--- src/rtl/uart_pkg.sv ---
// Shared UART definitions: receiver FSM states and the bit-period helper.
// Imported by the receive stream top and its FIFO.
package uart_pkg;

    typedef enum logic [2:0] {
        IDLE,
        START,
        DATA,
        STOP,
        BREAK
    } uart_rx_state_e;

    // Clocks per bit, integer divide.
    function automatic int cpb(input int freq, input int baud);
        return freq / baud;
    endfunction

endpackage

--- src/rtl/uart_sync_fifo.sv ---
// Show-ahead synchronous FIFO, occupancy-tracked full/empty.
// Ports: push_i/wdata_i write, pop_i read, rdata_o head, full_o/empty_o/fill_o status.
module uart_sync_fifo
    import uart_pkg::*;
#(
    parameter int WIDTH = 8,
    parameter int DEPTH = 16
) (
    input  logic                       clk_i,
    input  logic                       rst_i,
    input  logic                       push_i,
    input  logic [WIDTH-1:0]           wdata_i,
    input  logic                       pop_i,
    output logic [WIDTH-1:0]           rdata_o,
    output logic                       full_o,
    output logic                       empty_o,
    output logic [$clog2(DEPTH+1)-1:0] fill_o
);

    localparam int AW = $clog2(DEPTH);
    localparam int FW = $clog2(DEPTH+1);

    if (DEPTH < 2 || (DEPTH & (DEPTH - 1)) != 0) begin : g_bad_depth
        $error("uart_sync_fifo: DEPTH must be a power of 2 and >= 2");
    end

    logic [WIDTH-1:0] mem [DEPTH];
    logic [AW-1:0]    wptr_q;
    logic [AW-1:0]    rptr_q;
    logic [FW-1:0]    fill_q;
    logic             do_push;
    logic             do_pop;

    assign empty_o = (fill_q == '0);
    assign full_o  = (fill_q == FW'(DEPTH));
    assign fill_o  = fill_q;
    // A pop at full frees the slot the write lands in this cycle.
    assign do_pop  = pop_i & ~empty_o;
    assign do_push = push_i & (~full_o | do_pop);
    // Forced to zero while empty so reset and drained states read 0.
    assign rdata_o = empty_o ? '0 : mem[rptr_q];

    always_ff @(posedge clk_i) begin
        if (do_push) begin
            mem[wptr_q] <= wdata_i;
        end
    end

    always_ff @(posedge clk_i) begin
        if (rst_i) begin
            wptr_q <= '0;
            rptr_q <= '0;
            fill_q <= '0;
        end else begin
            if (do_push) begin
                wptr_q <= wptr_q + AW'(1);
            end
            if (do_pop) begin
                rptr_q <= rptr_q + AW'(1);
            end
            if (do_push && !do_pop) begin
                fill_q <= fill_q + FW'(1);
            end else if (do_pop && !do_push) begin
                fill_q <= fill_q - FW'(1);
            end
        end
    end

endmodule

--- src/rtl/uart_rx_stream.sv ---
// 8N1 UART receiver feeding a FIFO, presented as a valid/ready byte stream.
// Ports: rx_i serial in; rdata_o/rvalid_o/rready_i stream; fill_o, frame_err_o, overflow_o status.
module uart_rx_stream
    import uart_pkg::*;
#(
    parameter int FREQ  = 50_000_000,
    parameter int BAUD  = 115_200,
    parameter int DEPTH = 16
) (
    input  logic                       clk_i,
    input  logic                       rst_i,
    input  logic                       rx_i,
    output logic [7:0]                 rdata_o,
    output logic                       rvalid_o,
    input  logic                       rready_i,
    output logic [$clog2(DEPTH+1)-1:0] fill_o,
    output logic                       frame_err_o,
    output logic                       overflow_o
);

    localparam int CPB = cpb(FREQ, BAUD);
    localparam int CW  = $clog2(CPB);
    localparam logic [CW-1:0] CYC_LAST = CW'(CPB - 1);
    localparam logic [CW-1:0] CYC_MID  = CW'(CPB / 2 - 1);

    if (CPB < 4) begin : g_bad_cpb
        $error("uart_rx_stream: FREQ/BAUD must be >= 4");
    end

    logic           rx_meta_q;
    logic           rx_s;
    uart_rx_state_e state_q, state_d;
    logic [CW-1:0]  cyc_q, cyc_d;
    logic [2:0]     idx_q, idx_d;
    logic [7:0]     shreg_q, shreg_d;
    logic           push;
    logic           ferr;
    logic           pop;
    logic           full;
    logic           empty;

    always_ff @(posedge clk_i) begin
        if (rst_i) begin
            rx_meta_q <= 1'b1;
            rx_s      <= 1'b1;
        end else begin
            rx_meta_q <= rx_i;
            rx_s      <= rx_meta_q;
        end
    end

    always_ff @(posedge clk_i) begin
        if (rst_i) begin
            state_q     <= IDLE;
            cyc_q       <= '0;
            idx_q       <= '0;
            shreg_q     <= '0;
            frame_err_o <= 1'b0;
            overflow_o  <= 1'b0;
        end else begin
            state_q     <= state_d;
            cyc_q       <= cyc_d;
            idx_q       <= idx_d;
            shreg_q     <= shreg_d;
            frame_err_o <= ferr;
            overflow_o  <= push & full & ~pop;
        end
    end

    always_comb begin
        state_d = state_q;
        cyc_d   = cyc_q;
        idx_d   = idx_q;
        shreg_d = shreg_q;
        push    = 1'b0;
        ferr    = 1'b0;
        unique case (state_q)
            IDLE: begin
                if (!rx_s) begin
                    state_d = START;
                    cyc_d   = '0;
                end
            end
            START: begin
                if (cyc_q == CYC_MID) begin
                    if (rx_s) begin
                        state_d = IDLE;
                    end else begin
                        state_d = DATA;
                        cyc_d   = '0;
                        idx_d   = '0;
                    end
                end else begin
                    cyc_d = cyc_q + CW'(1);
                end
            end
            DATA: begin
                if (cyc_q == CYC_LAST) begin
                    shreg_d[idx_q] = rx_s;
                    cyc_d          = '0;
                    if (idx_q == 3'd7) begin
                        state_d = STOP;
                    end else begin
                        idx_d = idx_q + 3'd1;
                    end
                end else begin
                    cyc_d = cyc_q + CW'(1);
                end
            end
            STOP: begin
                // Leaves mid stop bit so a following start edge is seen from IDLE.
                if (cyc_q == CYC_LAST) begin
                    if (rx_s) begin
                        push    = 1'b1;
                        state_d = IDLE;
                    end else begin
                        ferr    = 1'b1;
                        state_d = BREAK;
                    end
                end else begin
                    cyc_d = cyc_q + CW'(1);
                end
            end
            BREAK: begin
                if (rx_s) begin
                    state_d = IDLE;
                end
            end
            default: begin
                state_d = IDLE;
            end
        endcase
    end

    assign rvalid_o = ~empty;
    assign pop      = rvalid_o & rready_i;

    uart_sync_fifo #(
        .WIDTH (8),
        .DEPTH (DEPTH)
    ) u_fifo (
        .clk_i   (clk_i),
        .rst_i   (rst_i),
        .push_i  (push),
        .wdata_i (shreg_q),
        .pop_i   (pop),
        .rdata_o (rdata_o),
        .full_o  (full),
        .empty_o (empty),
        .fill_o  (fill_o)
    );

endmodule

--- config.mk ---
export PLATFORM = sky130hd
export DESIGN_NAME = uart_rx_stream
export DESIGN_NICKNAME = d
export VERILOG_FILES = /design/src/rtl/uart_pkg.sv /design/src/rtl/uart_sync_fifo.sv /design/src/rtl/uart_rx_stream.sv
export SDC_FILE = /design/constraint.sdc
export NUM_CORES = 1
export LEC_CHECK = 0
export BUFFER_PORTS_ARGS = -buffer_cell sky130_fd_sc_hd__buf_2
export CAP_MARGIN = 0
export CORE_MARGIN = 2
export CORE_UTILIZATION = 51
export DETAILED_ROUTE_END_ITERATION = 6
export PLACE_DENSITY = 0.66
export SKIP_LAST_GASP = 1
export SLEW_MARGIN = 20
export SYNTH_ARGS = -nofsm -noshare
export SYNTH_HDL_FRONTEND = slang
export SYNTH_SLANG_ARGS = --single-unit
--- constraint.sdc ---
create_clock -name clk_i -period 8.65 [get_ports clk_i]
set_clock_uncertainty 0.15 [all_clocks]
set_input_delay 0.4325 -clock clk_i [delete_from_list [all_inputs] [get_ports clk_i]]
set_output_delay 0.4325 -clock clk_i [all_outputs]
set_load 0.02 [all_outputs]
Word-level counts from Yosys, hierarchy flattened
Memories as Yosys holds them, arrays and structs flattened. A register that Yosys moved wholly into a read port is not among the register bits.
Index checks and enable logic that the tools add are counted.
Operators by class
  muxes and demuxes: 33
  order comparisons: 2
  eq/ne operators: 17
  reduce and logical (&&, ||, !) cells: 15
  bitwise logic cells: 11
  $add $sub $neg: 6
Operators by type and width (count)
  9-bit two-way mux: 4
  9-bit case mux with 4 select lines: 1
  3-bit two-way mux: 11
  2-bit inequality test, second input constant: 9
  3-bit case mux with 5 select lines: 1
  5-bit two-way mux: 2
  9-bit by 1-bit adder with 9-bit output, second input constant: 1
  9-bit by 8-bit == test with 1-bit output, second input constant: 1
  9-bit == test, second input constant: 1
  4-bit by 1-bit adder with 4-bit output, second input constant: 2
  8-bit bitwise mux: 1
  4-bit two-way mux: 2
  8-bit two-way mux: 1
  1-bit two-way mux: 7
  3-bit by 2-bit == test with 1-bit output, second input constant: 2
  3-bit == test, second input constant: 2
  3-bit case mux with 2 select lines: 1
  6-bit AND reduction: 1
  5-bit by 1-bit adder with 5-bit output, second input constant: 1
  1-bit bitwise AND: 5
  5-bit == test, second input constant: 1
  5-bit logical NOT: 1
  1-bit NOT: 5
  5-bit AND reduction: 1
  other kinds (15): 20
Word-level totals
  flip-flop bits (word level): 40
  memories kept: 1
  bits in writable memories: 128
Memories
  u_fifo.mem: words 16, width 8, rd ports 1, clocked after Yosys merged registers in 1, wr ports 1, RTL line uart_sync_fifo.sv:27  | logic [WIDTH-1:0] mem [DEPTH];

Depth between registers and ports, before layout
  word-level depth: 10
  gate-level depth with buffers: 15
  gate-level depth less buffers: 14

By module
Synthesis repeated with hierarchy kept, for this count alone.
Unflattened totals
  cells, all modules: 504
  area total of the unflattened synthesis: 7494.7 µm²
Modules (own cells, without submodules)
  uart_sync_fifo: cells an instance 317, instances 1, area each 5893.2 µm²
  uart_rx_stream: cells an instance 187, instances 1, area each 1601.5 µm²

Worst setup path before layout
OpenSTA, ideal clock, no wires.
  kind: reg-to-reg
  from: register cyc_q[2]
  to: register u_fifo.fill_q[4], in the netlist u_fifo.fill_o[4]
  stages on the path, launching flop included: 15
  clock period less this slack: 3.061 ns
  required time: 8.430 ns
  path buffers: 2
  data arrival time: 2.841 ns
  library setup time: 0.070 ns
  slack: 5.589 ns
  cell sequence: dfxtp_1 buf_6 nor4b_1 and3_1 buf_4 nand4_4 inv_2 ha_1 inv_1 fa_1 a21o_1 a21oi_1 xnor2_1 or3_1 a21oi_1
On the way
  cells in the longest elaborated chain, start to end: 7
  elaborated cells on any way between the ends: 9
  classes of those cells: 1 x eq/ne; 3 x mux; 1 x bitwise; 4 x reduce/logical
Ends and longest elaborated chain
  from (decl): RTL line uart_rx_stream.sv:33  | logic [CW-1:0] cyc_q, cyc_d;
  from (signal assigned): RTL line uart_rx_stream.sv:62  | cyc_q <= cyc_d;
  9-bit == test *: RTL line uart_rx_stream.sv:112  | if (cyc_q == CYC_LAST) begin
  1-bit two-way mux *: RTL line uart_rx_stream.sv:112
  1-bit two-way mux *: RTL line uart_rx_stream.sv:77  | unique case (state_q)
  1-bit bitwise AND *: RTL line uart_sync_fifo.sv:39  | assign do_push = push_i & (~full_o | do_pop);
  named net u_fifo.do_push: RTL line uart_sync_fifo.sv:31  | logic do_push;
  1-bit logical NOT: RTL line uart_sync_fifo.sv:63  | end else if (do_pop && !do_push) begin
  1-bit logical AND: RTL line uart_sync_fifo.sv:63
  2-bit nonzero test (no line)
  to (signal assigned): RTL line uart_sync_fifo.sv:62  | fill_q <= fill_q + FW'(1);
  to (signal assigned): RTL line uart_sync_fifo.sv:64  | fill_q <= fill_q - FW'(1);
  to (decl): RTL line uart_sync_fifo.sv:30  | logic [FW-1:0] fill_q;
Mark *: on every way through the listed nets, which the timed path passes. The rest lies on a longest branch.
A chain may end at the register's enable or synchronous reset.

Final worst setup path
Same ends and word-level chain as after synthesis.

==> flow_summary.json <==
{
  "result_of_the_run": "finished, final reports clean",
  "tns_ns": 0,
  "post-layout-total-power_mw": 1.62,
  "final_layout_size_suffix_gt1_frac": 0.226,
  "power.static_leakage_nw": 2.75,
  "critical_path.endpoint_type": "flip-flop",
  "initial_core_util": 0.521,
  "reg2regPathDepth": 12,
  "postRouteWirelength_um": 13800,
  "yosysWarningCount": 0,
  "crit_path_frequent_cell": "sky130_fd_sc_hd__a21oi_1",
  "setup_failing_eps_final": 0,
  "layout.filler_cells": 1084,
  "dr.first_iter.drc_count": 339,
  "wl_met2_um": 6760,
  "cp_cell_sequence": "nor4b_1, and3_1, nand4_4, inv_2, ha_1, inv_1, fa_1, a21o_1, a21oi_1, xnor2_1, or3_1, a21oi_1",
  "clock_sink_count": 172,
  "worstPathRequired_ns": 8.84,
  "worstMarginPinSlew_ns": 1.06,
  "design.die.area_um2": 15100,
  "grt_use_total": 0.197,
  "crit_path_end": "u_fifo.fill_o[4]",
  "timing.critical_path.slowest_cell_delay_ns": 0.49,
  "power_density_nw_per_um2": 202,
  "die_y_um": 123,
  "first_pass_iters": 4,
  "cts_post_setup_buffers_inserted": 0,
  "slowest_cell_on_crit_path": "sky130_fd_sc_hd__and3_1",
  "clkTransAtPathRegs_ns": 0.06,
  "nets": 489,
  "grt_pass1_wl_um": 21500,
  "max-vdd-ir-drop_mv": 0.136,
  "relSlewSlack": 0.291,
  "worst_skew_pair.late_latency_ns": 0.42,
  "postSynthNetCount": 473,
  "synth_most_common_cell": "sky130_fd_sc_hd__edfxtp_1",
  "timing.critical_path.from": "cyc_q[2]",
  "drtAntennaViolNets": 0,
  "die_x_um": 123,
  "post_drt_wl_per_cell_um": 20.8,
  "critical_path.startpoint_type": "flip-flop",
  "postSynth.topFlopCell": "sky130_fd_sc_hd__edfxtp_1",
  "finalWeightedCongestion": 0.765,
  "max_freq_ghz": 0.282,
  "slew_viol_final": 0,
  "drt-vias-per-instance": 5.93,
  "dp_cells": 631,
  "flow.area_growth_from_synthesis_pct": 11.3,
  "cts_hold_buffers": 0,
  "yosys.cell_types.count": 55,
  "synthCells": 454,
  "clock_tree.root_cell": "sky130_fd_sc_hd__clkbuf_16",
  "num_rows": 43,
  "netlist_top_cells_area": "sky130_fd_sc_hd__edfxtp_1 53%, sky130_fd_sc_hd__mux4_2 12%, sky130_fd_sc_hd__dfxtp_1 12%",
  "cts_tree": "done",
  "min_path_type": "primary input to flip-flop",
  "layoutNonFillerInstCount": 663,
  "remaining_drc_errors": 0,
  "grt_setup_unrepaired": "false",
  "crit_type": "flip-flop to flip-flop",
  "critical_path_buf_inv_count": 2,
  "netlist_area_um2": 7230,
  "diodes": 0,
  "number_of_cells_on_the_critical_path": 12,
  "grt_residual_overflow": 0,
  "cts_resized": 0,
  "coreArea_um2": 13900,
  "postSynthRegisterBits": 172,
  "critical_path_arrival_ns": 3.74,
  "r2r_end": "u_fifo.fill_o[4]",
  "post-synth-top-area-cell": "sky130_fd_sc_hd__edfxtp_1",
  "synth.cells.most_frequent": "128 x sky130_fd_sc_hd__edfxtp_1, 44 x sky130_fd_sc_hd__dfxtp_1, 40 x sky130_fd_sc_hd__mux4_2",
  "max_cap_violations": 0,
  "layout_worst_path_cycle_share": 0.410,
  "sequential_area_share_after_synthesis": 0.654,
  "antenna_found_initial": 0,
  "top_layer": "met4",
  "grt_pass1_vias": 3777,
  "post_synth.cell_area_avg_um2": 15.9,
  "synth.top_cell.area_share": 0.532,
  "grt_max_degree": 41,
  "pin_count": 20,
  "cts_max_level": 4,
  "detailedPlacementHpwl_um": 8780,
  "portBuffers": 19,
  "clockBufferDepth": 2,
  "crit-reg2reg-launch": "cyc_q[2]",
  "detailroute.via_count": 3931,
  "critPathTopFamily": "simple AND/OR/NAND/NOR gates",
  "regToRegSetupSlack_ns": 5.10,
  "synth_enable_flop_cells": 128,
  "post-route-min-period_ns": 3.55,
  "ys_async_sr_fraction": 0,
  "met3_wl_post_dr_um": 506,
  "final_hold_viol_count": 0,
  "cts_made_buffers": 17,
  "wl_met1_um": 6380,
  "timing.critical_path.fanout_max": 11
}
## cells in the final DEF (no fill, tap or decap), types with 7 or more instances in the layout
master | synthesis | layout
sky130_fd_sc_hd__buf_2 | 3 | 19
sky130_fd_sc_hd__nor3_1 | 7 | 7
sky130_fd_sc_hd__inv_1 | 8 | 8
sky130_fd_sc_hd__a21oi_1 | 10 | 10
sky130_fd_sc_hd__clkbuf_16 | 0 | 19
sky130_fd_sc_hd__nor2_1 | 32 | 32
sky130_fd_sc_hd__edfxtp_1 | 128 | 128
sky130_fd_sc_hd__mux4_2 | 40 | 40
sky130_fd_sc_hd__and3_1 | 10 | 10
sky130_fd_sc_hd__mux2i_1 | 14 | 14
sky130_fd_sc_hd__dfxtp_1 | 44 | 43
sky130_fd_sc_hd__nand3_1 | 13 | 13
sky130_fd_sc_hd__nand2_1 | 15 | 15
sky130_fd_sc_hd__ha_1 | 14 | 14
sky130_fd_sc_hd__and2_1 | 15 | 15
## worst reg2reg max path, stage by stage, from the launching register on
cell and delay [ns]:
sky130_fd_sc_hd__dfxtp_1 0.39, sky130_fd_sc_hd__nor4b_1 0.44, sky130_fd_sc_hd__and3_1 0.49, sky130_fd_sc_hd__nand4_4 0.24, sky130_fd_sc_hd__inv_2 0.19, sky130_fd_sc_hd__ha_1 0.20
sky130_fd_sc_hd__inv_1 0.10, sky130_fd_sc_hd__fa_1 0.41, sky130_fd_sc_hd__a21o_1 0.17, sky130_fd_sc_hd__a21oi_1 0.17, sky130_fd_sc_hd__xnor2_1 0.09, sky130_fd_sc_hd__or3_1 0.30
sky130_fd_sc_hd__a21oi_1 0.13
## kinds of logic after synthesis
family / Yosys count / share of synthesized area
mux: 54 / 0.144
compound gates: 40 / 0.0429
buf+inv: 34 / 0.0208
xor+xnor: 10 / 0.0121
simple gates: 129 / 0.0994
flops: 172 / 0.654
fa+ha+maj: 15 / 0.0270
## through the flow
step	hold slack, ns	setup slack [ns]	instance area (µm²)	util
3_3_place_gp	0.244	5.22	7460	0.537
4_1_cts	0.0289	5.11	8040	0.580
5_1_grt	0.0323	4.86	8040	0.580
3_5_place_dp	0.244	5.14	7460	0.537
6_report	0.0443	5.10	8040	0.580
2_1_floorplan	0.239	5.59	7230	-
## worst min-delay path by stage
stage / start / endpoint / cells after the start
after global placement: rx_meta_q / rx_s / 1
final: rx_i / rx_meta_q / 2
after floorplan: rx_meta_q / rx_s / 1
after detailed placement: rx_meta_q / rx_s / 1
after global routing: rx_i / rx_meta_q / 2
after CTS: rx_i / rx_meta_q / 2
## routing by layer
layer / GRT usage / vias to the layer above
met3: 0.0494 / 10
li1: - / 1812
met4: 0.0632 / 0
met5: 0 / -
met1: 0.276 / 2020
met2: 0.305 / 89
## flip-flops by register name (all words and copies together) (netlist names), named ones only
register and cells:
cyc_q 9, frame_err_o 1, u_fifo.wptr_q 4, idx_q 3
overflow_o 1, u_fifo.mem 128, shreg_q 8, u_fifo.rptr_q 4
rx_meta_q 1, rx_s 1, u_fifo.fill_o 5, state_q 3
## cell type report
type / instances / area [µm²] / area share
multi-input cells: 248 / 2360 / 0.293
repair buffers: 22 / 118 / 0.0146
flip-flops and latches: 172 / 4730 / 0.587
inverters: 9 / 33.8 / 0.00420
well taps: 180 / 225 / 0.0280
clock inverters: 8 / 51.3 / 0.00638
clock buffers: 24 / 532 / 0.0661
## power by group
part / leakage [nW] / switching, mW / internal, mW
clock: 0.287 / 0.302 / 0.430
sequential: 1.54 / 0.00264 / 0.875
combinational: 0.922 / 0.00838 / 0.00463
total: 2.75 / 0.313 / 1.31
Note: power is estimated with default switching activity, not from simulation.
